## src/rtl/cache_fill_fsm.sv

```systemverilog
// Miss handler / line-fill controller for the 2-way, 64-set cache: picks a victim, fetches the block, rewrites metadata.
// Latency: one request per cycle after acceptance; fill ends BLOCK_WORDS valids later, then one UPDATE cycle.
// Backpressure: fsm_busy stalls the pipeline for the whole fill; memory returns data whenever it likes, in order.
module cache_fill_fsm #(
    parameter int BLOCK_WORDS = 8,
    parameter int ADDR_W      = 16
) (
    input  logic                           clk,
    input  logic                           rst,
    input  logic                           miss_detected,
    input  logic [ADDR_W-1:0]              miss_address,
    input  logic [7:0]                     meta_way0,
    input  logic [7:0]                     meta_way1,
    input  logic [15:0]                    memory_data,
    input  logic                           memory_data_valid,
    output logic                           fsm_busy,
    output logic                           mem_read,
    output logic [ADDR_W-1:0]              memory_address,
    output logic                           write_data_array,
    output logic [$clog2(BLOCK_WORDS)-1:0] fill_word,
    output logic [15:0]                    fill_data,
    output logic                           write_tag_array,
    output logic                           victim_way,
    output logic [5:0]                     set_index,
    output logic [15:0]                    meta_out
);

    localparam int OW    = $clog2(BLOCK_WORDS);
    localparam int CW    = OW + 1;
    localparam int TAG_W = 6;
    localparam int IDX_W = 6;

    localparam logic [1:0] S_IDLE   = 2'd0;
    localparam logic [1:0] S_FILL   = 2'd1;
    localparam logic [1:0] S_UPDATE = 2'd2;

    logic [1:0]        state;
    logic [TAG_W-1:0]  tag_q;
    logic [IDX_W-1:0]  idx_q;
    logic              victim_q;
    logic [15:0]       meta_q;
    logic [CW-1:0]     issue_cnt;
    logic [CW-1:0]     recv_cnt;
    logic [ADDR_W-1:0] addr_hold;

    logic [TAG_W-1:0]  acc_tag;
    logic [IDX_W-1:0]  acc_idx;
    logic              vic_sel;
    logic [7:0]        new_meta0;
    logic [7:0]        new_meta1;
    logic              issuing;
    logic              wr_fire;
    logic [ADDR_W-1:0] req_addr;

    // Byte-offset and word-offset bits of the miss address are not needed: fills always start at word 0.
    logic unused_addr_bits;
    assign unused_addr_bits = &{1'b0, miss_address[OW:0]};

    assign acc_tag = miss_address[ADDR_W-1 -: TAG_W];
    assign acc_idx = miss_address[OW+1 +: IDX_W];

    // Invalid ways are filled first; among two valid ways the one flagged LRU loses, ties go to way 0.
    always_comb begin
        vic_sel = 1'b0;
        if (!meta_way0[6]) begin
            vic_sel = 1'b0;
        end else if (!meta_way1[6]) begin
            vic_sel = 1'b1;
        end else if (meta_way1[7] && !meta_way0[7]) begin
            vic_sel = 1'b1;
        end
    end

    assign new_meta0 = vic_sel ? {1'b1, meta_way0[6:0]} : {2'b01, acc_tag};
    assign new_meta1 = vic_sel ? {2'b01, acc_tag} : {1'b1, meta_way1[6:0]};

    assign issuing  = (state == S_FILL) && (issue_cnt < CW'(BLOCK_WORDS));
    assign wr_fire  = (state == S_FILL) && memory_data_valid;
    assign req_addr = {tag_q, idx_q, issue_cnt[OW-1:0], 1'b0};

    always_ff @(posedge clk) begin
        if (rst) begin
            state     <= S_IDLE;
            tag_q     <= '0;
            idx_q     <= '0;
            victim_q  <= 1'b0;
            meta_q    <= '0;
            issue_cnt <= '0;
            recv_cnt  <= '0;
            addr_hold <= '0;
        end else begin
            case (state)
                S_IDLE: begin
                    if (miss_detected) begin
                        tag_q     <= acc_tag;
                        idx_q     <= acc_idx;
                        victim_q  <= vic_sel;
                        meta_q    <= {new_meta1, new_meta0};
                        issue_cnt <= '0;
                        recv_cnt  <= '0;
                        state     <= S_FILL;
                    end
                end
                S_FILL: begin
                    if (issuing) begin
                        issue_cnt <= issue_cnt + 1'b1;
                        addr_hold <= req_addr;
                    end
                    // Request and data sides run independently, so any memory latency works.
                    if (memory_data_valid) begin
                        recv_cnt <= recv_cnt + 1'b1;
                        if (recv_cnt == CW'(BLOCK_WORDS - 1)) begin
                            state <= S_UPDATE;
                        end
                    end
                end
                S_UPDATE: begin
                    state <= S_IDLE;
                end
                default: begin
                    state <= S_IDLE;
                end
            endcase
        end
    end

    assign fsm_busy         = (state != S_IDLE);
    assign mem_read         = issuing;
    assign memory_address   = issuing ? req_addr : addr_hold;
    assign write_data_array = wr_fire;
    assign fill_word        = wr_fire ? recv_cnt[OW-1:0] : '0;
    assign fill_data        = wr_fire ? memory_data : 16'h0000;
    assign write_tag_array  = (state == S_UPDATE);
    assign victim_way       = victim_q;
    assign set_index        = idx_q;
    assign meta_out         = meta_q;

endmodule

```

## config.mk

```make
export PLATFORM = sky130hd
export DESIGN_NAME = cache_fill_fsm
export DESIGN_NICKNAME = d
export VERILOG_FILES = /design/src/rtl/cache_fill_fsm.sv
export SDC_FILE = /design/constraint.sdc
export NUM_CORES = 1
export LEC_CHECK = 0
export ABC_CLOCK_PERIOD_IN_PS = 1850
export BUFFER_PORTS_ARGS = -buffer_cell sky130_fd_sc_hd__buf_2
export CORE_MARGIN = 2
export CORE_UTILIZATION = 47
export CTS_BUF_LIST = sky130_fd_sc_hd__clkbuf_4
export CTS_CLUSTER_DIAMETER = 100
export DETAILED_ROUTE_END_ITERATION = 10
export PLACE_DENSITY = 0.91
export SYNTH_ARGS = -nofsm -noshare
export SYNTH_HDL_FRONTEND = slang
export SYNTH_SLANG_ARGS = --single-unit
```

## constraint.sdc

```tcl
create_clock -name clk -period 1.85 [get_ports clk]
set_clock_uncertainty 0.05 [all_clocks]
set_input_delay 0.185 -clock clk [delete_from_list [all_inputs] [get_ports clk]]
set_output_delay 0.185 -clock clk [all_outputs]
set_load 0.02 [all_outputs]
```

==> results of run 1 <==
[critical path, cell delays in order, from the launching register on]
cell and delay, ns:
dfxtp_2 0.36, nor3b_4 0.23, buf_6 0.15, clkbuf_16 0.14, mux2_4 0.31, buf_6 0.13
[cell usage in the layout (no fill, tap or decap), drive strengths merged, types with 2 or more instances in the layout]
master and n:
xor2 2, nor3b 2, buf 122, nand2b 2, dlygate4sd3 17, mux2 15, dfxtp 54, and2b 6
inv 2, nor2b 13, a211oi 13, clkbuf 6, clkinv 3, nor3 6, and2 18, ha 2
a22oi 2, a21oi 28, and3b 3, nand2 42, nor2 24, mux2i 2
[sequential cells by signal, summed over array words and instances (netlist names)]
name	flops
addr_hold	16
meta_out	16
set_index	6
tag_q	6
issue_cnt	4
recv_cnt	4
state	2
[routing by layer]
metal  vias to the layer above  global-route usage [%]  part of all wire, %
li1                       1130                       -                    -
met4                         0                    4.85                  1.9
met1                      1068                    27.3                   43
met3                        13                    5.08                  5.9
met2                        84                    40.7                   49
met5                         -                       0                    0
[logic make-up (layout without fill, tap and decap cells)]
logic type | count (synthesis) | in the layout | share of synthesized area [%]
and+or+nand+nor | 118 | 120 | 26.3
DFF | 54 | 54 | 47.3
AOI/OAI and AO/OA | 46 | 46 | 11.9
buffers and inverters | 20 | 150 | 4.38
muxes | 17 | 17 | 8.26
adders and majority gates | 2 | 2 | 1.09
xor gates and xnor gates | 2 | 2 | 0.766
[through the flow]
step                      cell area, um2  setup TNS, ns  utilization, %  cells  power, uW
after detailed placement            2900              0            61.7    410       1740
after global routing                3400          -1.61            72.4    445       2480
after CTS                           3220          -1.70            68.5    441       2330
final                               3400         -0.627            72.4    445       2360
after floorplan                     2290              0               -    259       1570
after global placement              2900              0            61.7    410       1730
[layout make-up]
| cell class | count | area, um2 |
|---|---|---|
| multi-input cells | 187 | 1190 |
| repair buffers | 140 | 977 |
| inverters | 2 | 7.51 |
| clock buffers | 5 | 37.5 |
| clock inverters | 3 | 26.3 |
| flip-flops and latches | 54 | 1090 |
| well taps | 54 | 67.6 |
| fillers | 345 | 1300 |
[cell usage after synthesis, drive strengths merged, types with 2 or more instances]
master / count / area (um2)
dfxtp: 54 / 1080
nand2: 42 / 160
a21oi: 28 / 140
nor2: 24 / 90.1
and2: 18 / 113
mux2: 15 / 169
a211oi: 13 / 97.6
nor2b: 13 / 81.3
clkbuf: 10 / 37.5
buf: 8 / 55.1
and2b: 6 / 45.0
nor3: 6 / 30.0
a22oi: 2 / 15.0
ha: 2 / 25.0
inv: 2 / 7.51
mux2i: 2 / 20.0
nand2b: 2 / 12.5
nor3b: 2 / 31.3
xor2: 2 / 17.5
[report_power, final]
| part | internal, uW | total [uW] | switching (uW) |
|---|---|---|---|
| logic | 262 | 567 | 305 |
| clock network | 156 | 541 | 385 |
| registers | 1220 | 1260 | 35.1 |
[how the worst max path moves through the flow]
stage	from	slack (ns)	cells after the start	endpoint
4_1_cts	state[1]$_SDFFE_PP0P_	-0.12	5	memory_address[11]
3_5_place_dp	state[0]$_SDFFE_PP0P_	0.16	4	memory_address[5]
6_report	issue_cnt[3]$_SDFFE_PP0P_	-0.07	5	memory_address[5]
3_3_place_gp	state[0]$_SDFFE_PP0P_	0.18	4	memory_address[11]
2_1_floorplan	state[0]$_SDFFE_PP0P_	0.24	4	addr_hold[10]$_SDFFE_PP0N_
5_1_grt	issue_cnt[3]$_SDFFE_PP0P_	-0.15	5	memory_address[5]
[timing repair]
item,in CTS,in global routing
pin swaps,1,1
setup endpoints to repair,34,30
cloned,2,2
gates resized for setup,11,46
hold endpoints to repair,19,0
hold buffers,17,0
setup buffers,4,3
==> impl_metrics.csv, run 1 <==
group,metric,value,unit
outcome,status,"complete, but fails checks",
outcome,violations,"negative setup slack",
placement,io_buffers,109,
yosys,syn_nets,313,
setup_path,cp_data_arrival_time,1.68,ns
global_routing,grt_pass1_wl,9600,um
setup_path,crit_type,"register to output pin",
routing,drt-total-wl,6510,um
timing,setup_violations,11,
hold_path,hold_class,"input port to register",
routing,drc,0,
pwr,p_per_area,696,mW/mm2
routing,final_antenna_net_count,0,
global_routing,antenna_found_initial,0,
pwr,leakage,0.00166,uW
floorplanning,die_w,73.7,um
finish,areaGrowthSynthToFinish,48.5,%
timing,rsz0062_at_grt,"true",
timing,setup_slack,-0.0682,ns
timing,relSlewSlack,66.8,%
yosys,synth-seq-cells,54,
timing,fin_crit_sh,104,%
placement,place.gp.congestion,0.800,
setup_path,r2r_end,"set_index[4]$_SDFFE_PP0P_",
timing,fin_hold_ws,0.0246,ns
finish,drive_gt1_share,39.4,%
finish,nets,444,
yosys,yosys_warnings,0,
yosys,syn_area,0.00229,mm2
setup_path,reg2reg_from,"state[1]$_SDFFE_PP0P_",
placement,dp_slack,0.160,ns
clock_network,clock-sinks,54,
routing,first_pass_iters,4,
floorplanning,start_util,48.7,%
pwr,irDropWorstVdd,0.543,mV
routing,num_vias,2295,
floorplanning,row_count,25,
flow_run,max_cap_violations,0,
setup_path,cp.required,1.62,ns
clock_network,cts_buffer_depth,2,
timing,max_freq,0.521,GHz
global_routing,grt-ovfl-total,0,
timing,hold_viol,0,
clock_network,cts_tree,"yes",
floorplanning,die_h,73.7,um
global_routing,grt_max_degree,37,
global_routing,grt_use_total,22.6,%
clock_network,clk_latency,0.37,ns
routing,viasPerCell,5.16,
setup_path,ff2ff_setup_slack,0.31,ns
clock_network,cts_made_buffers,5,
setup_path,crit_path_start_kind,"register",
setup_path,cp_max_fo,5,
clock_network,clk_pin_slew_worst_paths,0.16,ns
floorplanning,dieArea,0.00544,mm2
timing,tightest_slew,0.499,ns
global_routing,grt_pass1_vias,2123,
floorplanning,io-pin-count,114,
floorplanning,core_area,0.00469,mm2
yosys,synth-async-reset-ratio,0,%
routing,drt-initial-drc-count,94,
setup_path,ff2ff_path_depth,5,
timing,drv_slew,0,
yosys,ys.flop_type,"dfxtp_1",
finish,num_antenna_cells,0,
hold_path,hp-start,"miss_address[11]",
timing,fin_crit,1.92,ns
clock_network,cts.htree.levels,2,
yosys,avgSynthCellArea,8.83,um2
clock_network,root_buffer,"clkbuf_4",
yosys,synth-edff-count,0,
yosys,synth-seq-area-share,47.3,%
placement,dp_hpwl,3950,um
yosys,syn_inst,259,
routing,wl_per_cell,14.6,um
setup_path,crit_path_end_kind,"output pin",
hold_path,holdPathStages,3,
hold_path,whs_endpoint,"meta_out[1]$_SDFFE_PP0P_",
yosys,ys_types,32,
(Power assumes the default switching activity.)
==> run 2: changes to the inputs <==
--- a/config.mk
+++ b/config.mk
@@ -8,11 +8,11 @@
 export ABC_CLOCK_PERIOD_IN_PS = 1850
 export BUFFER_PORTS_ARGS = -buffer_cell sky130_fd_sc_hd__buf_2
 export CORE_MARGIN = 2
-export CORE_UTILIZATION = 47
+export CORE_UTILIZATION = 30
 export CTS_BUF_LIST = sky130_fd_sc_hd__clkbuf_4
 export CTS_CLUSTER_DIAMETER = 100
 export DETAILED_ROUTE_END_ITERATION = 10
-export PLACE_DENSITY = 0.91
+export PLACE_DENSITY = 0.65
 export SYNTH_ARGS = -nofsm -noshare
 export SYNTH_HDL_FRONTEND = slang
 export SYNTH_SLANG_ARGS = --single-unit
==> run 2 against run 1 <==
The flow still finishes with violations (negative setup slack). Setup slack got worse by 0.00093 ns. Combinational power shrank 1%. Worst hold slack worse by 0.011 ns. Sequential share of layout area shrank 1.0 points. Sequential power hardly changed.
==> impl_metrics.csv, run 2 (synthesis gave the netlist of run 1 again) <==
group,metric,value,unit
finish,multi_input_area,0.00119,mm2
setup_path,ff2ff_setup_slack,0.29,ns
timing,fin_crit_sh,104,%
routing,drt-initial-drc-count,43,
timing,max_freq,0.521,GHz
finish,nets,446,
routing,drt-total-wl,6430,um
hold_path,hp-start,"meta_way1[6]",
finish,areaGrowthSynthToFinish,52.9,%
routing,first_pass_iters,4,
setup_path,crit_chain,"nor3b_4 > buf_6 > mux2_4 > buf_6",
clock_network,cts_buffer_depth,2,
outcome,status,"complete, but fails checks",
timing,relSlewSlack,66.9,%
hold_path,holdPathStages,3,
hold_path,whs_endpoint,"meta_out[14]$_SDFFE_PP0P_",
timing,hold_viol,0,
pwr,irDropWorstVdd,0.337,mV
floorplanning,io-pin-count,114,
timing,setup_violations,15,
pwr,p_per_area,713,mW/mm2
timing,setup_slack,-0.0691,ns
setup_path,cp_slowest_cell,"dfxtp_4",
clock_network,cts.htree.levels,2,
timing,tightest_slew,0.497,ns
setup_path,cp_common_cell,"buf_6",
floorplanning,row_count,31,
setup_path,cp_max_fo,8,
timing,drv_slew,0,
pwr,leakage,0.00166,uW
routing,final_antenna_net_count,0,
setup_path,r2r_end,"addr_hold[5]$_SDFFE_PP0N_",
global_routing,grt_pass1_wl,9940,um
timing,fin_crit,1.92,ns
setup_path,reg2reg_from,"state[1]$_SDFFE_PP0P_",
setup_path,crit_path_max_incr_delay,0.38,ns
setup_path,crit_type,"register to output pin",
outcome,violations,"negative setup slack",
finish,drive_gt1_share,39.4,%
floorplanning,dieArea,0.00833,mm2
clock_network,cts_made_buffers,5,
global_routing,antenna_found_initial,0,
floorplanning,start_util,31.2,%
clock_network,root_buffer,"clkbuf_4",
pwr,power,2490,uW
clock_network,clk_latency,0.39,ns
timing,rsz0062_at_grt,"true",
finish,final_cell_mix,"76 x buf_2, 52 x dfxtp_1, 41 x nand2_1, 29 x buf_4, 28 x a21oi_1",
timing,fin_hold_ws,0.0138,ns
global_routing,grt_pass1_vias,2125,
finish,ff_latch_area,0.00109,mm2
routing,num_vias,2237,
global_routing,grt-ovfl-total,0,
flow_run,max_cap_violations,0,
placement,dp_hpwl,4050,um
floorplanning,core_area,0.00733,mm2
setup_path,crit_path_end_kind,"output pin",
finish,layout_commonest_cell,"buf_2",
placement,place.gp.congestion,0.707,
hold_path,hold_class,"input port to register",
clock_network,clk_pin_slew_worst_paths,0.17,ns
floorplanning,die_h,91.3,um
finish,fillers,712,
floorplanning,die_w,91.3,um
routing,wl_per_cell,13.1,um
setup_path,ff2ff_path_depth,5,
setup_path,cp_data_arrival_time,1.68,ns
global_routing,grt_max_degree,35,
clock_network,cts_tree,"yes",
setup_path,cp.required,1.62,ns
finish,num_antenna_cells,0,
routing,viasPerCell,4.55,
global_routing,grt_use_total,14.5,%
placement,io_buffers,109,
setup_path,crit_path_start_kind,"register",
routing,drc,0,
clock_network,clock-sinks,54,
run 2: stage by stage:
step	setup WS [ns]	instance area (um2)	cells	util [%]	TNS, ns
6_report	-0.0691	3490	492	47.7	-0.847
3_5_place_dp	0.242	2950	457	40.3	0
4_1_cts	-0.120	3310	486	45.2	-2.11
5_1_grt	-0.163	3490	492	47.7	-2.31
2_1_floorplan	0.242	2290	259	-	0
3_3_place_gp	0.278	2950	457	40.3	0
run 2: layout make-up:
type                            instances  share of cell area, %
Inverter                                2                  0.215
Clock inverter                          3                   1.36
Timing Repair Buffer                  142                   28.6
Sequential cell                        54                   31.1
Clock buffer                            5                   1.07
Multi-Input combinational cell        187                   34.1
Tap cell                               99                   3.54
run 2: where the power goes:
part,internal (uW),switching (uW),total [uW]
Clock,292,386,678
Sequential,1220,31.2,1250
Combinational,260,301,560
Total,1770,718,2490
run 2: worst max-delay path by stage:
stage | end | from | slack [ns] | depth (start not counted)
global placement | memory_address[13] | state[1]$_SDFFE_PP0P_ | 0.28 | 4
detailed placement | fill_data[14] | state[1]$_SDFFE_PP0P_ | 0.24 | 3
CTS | memory_address[13] | issue_cnt[3]$_SDFFE_PP0P_ | -0.12 | 5
global route | memory_address[7] | state[1]$_SDFFE_PP0P_ | -0.16 | 4
finish | memory_address[7] | state[1]$_SDFFE_PP0P_ | -0.07 | 4
floorplan | addr_hold[10]$_SDFFE_PP0N_ | state[0]$_SDFFE_PP0P_ | 0.24 | 4
run 2: worst max-delay path, delay by kind of cell (launching register included):
kind / cells / cell delay [ns]
buf+inv: 2 / 0.33
flops: 1 / 0.38
mux: 1 / 0.32
simple gates: 1 / 0.28
run 2: per-layer routing:
metal	vias up	wire, um	global-route usage (%)
met1	1044	2960	17.7
li1	1133	-	-
met4	0	51	3.41
met3	5	265	2.74
met2	55	3150	26.4
met5	-	0	0
run 2: timing repair:
item / 4_1_cts / 5_1_grt
pin swaps: 1 / 1
setup buffers: 3 / 4
gates resized for setup: 24 / 52
cloned: 1 / 3
hold buffers: 17 / 1
endpoints found under the setup margin: 34 / 33
endpoints found under the hold margin: 21 / 1
==> run 3: changes to the inputs <==
--- a/config.mk
+++ b/config.mk
@@ -9,7 +9,6 @@
 export BUFFER_PORTS_ARGS = -buffer_cell sky130_fd_sc_hd__buf_2
 export CORE_MARGIN = 2
 export CORE_UTILIZATION = 30
-export CTS_BUF_LIST = sky130_fd_sc_hd__clkbuf_4
 export CTS_CLUSTER_DIAMETER = 100
 export DETAILED_ROUTE_END_ITERATION = 10
 export PLACE_DENSITY = 0.65
==> run 3 against run 2 <==
The run still ends with negative setup slack left. Largest cell class unchanged. Cell area is 3.5% lower. Routed wire length fell by 5.4%. Combinational power down 3%. Core utilization fell by 1.7 points. Clock power is 19% higher. Critical path depth is 1 higher. Final cell count down 3.7%. Sequential share of layout area up 1.1 points. Power rose by 4.5%. Maximum frequency grew 2.8%. Flip-flop and latch count unchanged. Non-clock buffer count decreased by 16.
==> impl_metrics.csv, run 3 (synthesis gave the netlist of run 1 again) <==
group,metric,value,unit
outcome,status,"complete, but fails checks",
outcome,violations,"negative setup slack",
setup_path,cp_slowest_cell,"dfxtp_4",
global_routing,grt_pass1_vias,1973,
setup_path,cp_data_arrival_time,1.63,ns
clock_network,cts.htree.levels,2,
placement,dp_hpwl,4050,um
finish,drive_gt1_share,41.1,%
global_routing,grt-ovfl-total,0,
floorplanning,row_count,31,
pwr,p_per_area,771,mW/mm2
global_routing,grt_pass1_wl,9270,um
clock_network,cts_buffer_depth,2,
routing,drt-initial-drc-count,44,
floorplanning,core_area,0.00733,mm2
routing,num_vias,2150,
finish,fillers,737,
pwr,leakage,0.00161,uW
global_routing,antenna_found_initial,0,
timing,drv_slew,0,
timing,hold_viol,0,
global_routing,grt_max_degree,35,
finish,final_cell_mix,"79 x buf_2, 53 x dfxtp_1, 41 x nand2_1, 28 x a21oi_1, 25 x buf_4",
setup_path,crit_path_max_incr_delay,0.36,ns
timing,rsz0062_at_grt,"true",
clock_network,clock-sinks,54,
hold_path,hold_class,"input port to register",
floorplanning,dieArea,0.00833,mm2
placement,io_buffers,109,
clock_network,root_buffer,"clkbuf_8",
placement,place_inst,457,
timing,setup_violations,9,
hold_path,hp-start,"miss_address[6]",
floorplanning,die_w,91.3,um
floorplanning,io-pin-count,114,
setup_path,cp.required,1.62,ns
finish,ff_latch_area,0.00108,mm2
setup_path,crit_chain,"nor3b_4 > buf_6 > clkbuf_16 > mux2_4 > buf_6",
setup_path,cp_common_cell,"buf_6",
routing,drc,0,
clock_network,postCtsHoldBufs,0,
floorplanning,start_util,31.2,%
routing,viasPerCell,4.54,
timing,fin_crit,1.87,ns
finish,areaGrowthSynthToFinish,47.6,%
pwr,irDropWorstVdd,0.391,mV
setup_path,cp_max_fo,5,
clock_network,cts_made_buffers,5,
routing,first_pass_iters,4,
global_routing,grt_use_total,13.5,%
finish,layout_commonest_cell,"buf_2",
setup_path,crit_path_end_kind,"output pin",
clock_network,cts_tree,"yes",
finish,num_antenna_cells,0,
timing,max_freq,0.536,GHz
clock_network,clk_pin_slew_worst_paths,0.10,ns
finish,nets,428,
routing,final_antenna_net_count,0,
timing,setup_slack,-0.0164,ns
timing,fin_crit_sh,101,%
timing,relSlewSlack,66.4,%
setup_path,crit_type,"register to output pin",
finish,fin_cells,474,
finish,multi_input_area,0.00117,mm2
clock_network,clk_latency,0.31,ns
flow_run,max_cap_violations,0,
routing,wl_per_cell,12.8,um
placement,place.gp.congestion,0.707,
timing,tightest_slew,0.504,ns
setup_path,crit_path_start,"state[1]$_SDFFE_PP0P_",
routing,drt-total-wl,6080,um
timing,final.setup.tns,-0.0689,ns
floorplanning,die_h,91.3,um
setup_path,reg2reg_from,"state[1]$_SDFFE_PP0P_",
setup_path,crit_path_start_kind,"register",
run 3: changes by cell type in the layout (fill, tap and decap cells not counted), sizes merged:
cell,change
and3b,-2
buf,-1
clkbuf,+3
dlygate4sd3,-18
run 3: critical path, delay by kind of cell, from the launching register on:
family	cells	cell delay (ns)
DFF	1	0.36
and+or+nand+nor	1	0.22
buffers and inverters	3	0.43
muxes	1	0.31
run 3: worst paths after layout:
| check | cells past startpoint | endpoint | slack [ns] |
|---|---|---|---|
| worst max-delay path | 5 | memory_address[11] | -0.02 |
| worst min-delay path | 3 | set_index[2]$_SDFFE_PP0P_ | 0.05 |
| worst max register to register | 6 | addr_hold[5]$_SDFFE_PP0N_ | 0.31 |
| worst min register to register | 2 | tag_q[0]$_SDFFE_PP0P_ | 0.42 |
run 3: layout make-up:
class	count	share of cell area, %
clock inverter	3	1.41
clock buffer	5	2.04
sequential	54	32.2
multi-input combinational	185	34.7
inverter	2	0.223
tap	99	3.67
timing repair buffer	126	25.8
run 3: layer usage:
layer	GRT usage, %	vias to the layer above	wire length [um]
met4	3.03	0	51
li1	-	1090	-
met1	17.1	999	2820
met3	3.07	7	301
met2	23.5	54	2900
met5	0	-	0
run 3: where the power goes:
group          internal [uW]  switching [uW]
Clock                    410             397
Combinational            249             295
Sequential              1220            30.9
Total                   1880             723
run 3: repair_timing:
item | CTS | global route
gates resized for setup | 3 | 63
pin swaps | 0 | 1
setup endpoints to repair | 34 | 15
cloned | 0 | 2
buffers inserted | 0 | 7
run 3: through the flow:
stage | hold WS [ns] | cell area (um2) | total power (uW) | util (%) | setup slack [ns]
finish | 0.0456 | 3370 | 2600 | 46.0 | -0.0164
global route | 0.0345 | 3370 | 2740 | 46.0 | -0.0779
CTS | 0.0432 | 3080 | 2560 | 42.0 | -0.0282
detailed placement | 0.383 | 2950 | 1750 | 40.3 | 0.242
global placement | 0.376 | 2950 | 1740 | 40.3 | 0.278
floorplan | 0.271 | 2290 | 1570 | - | 0.242
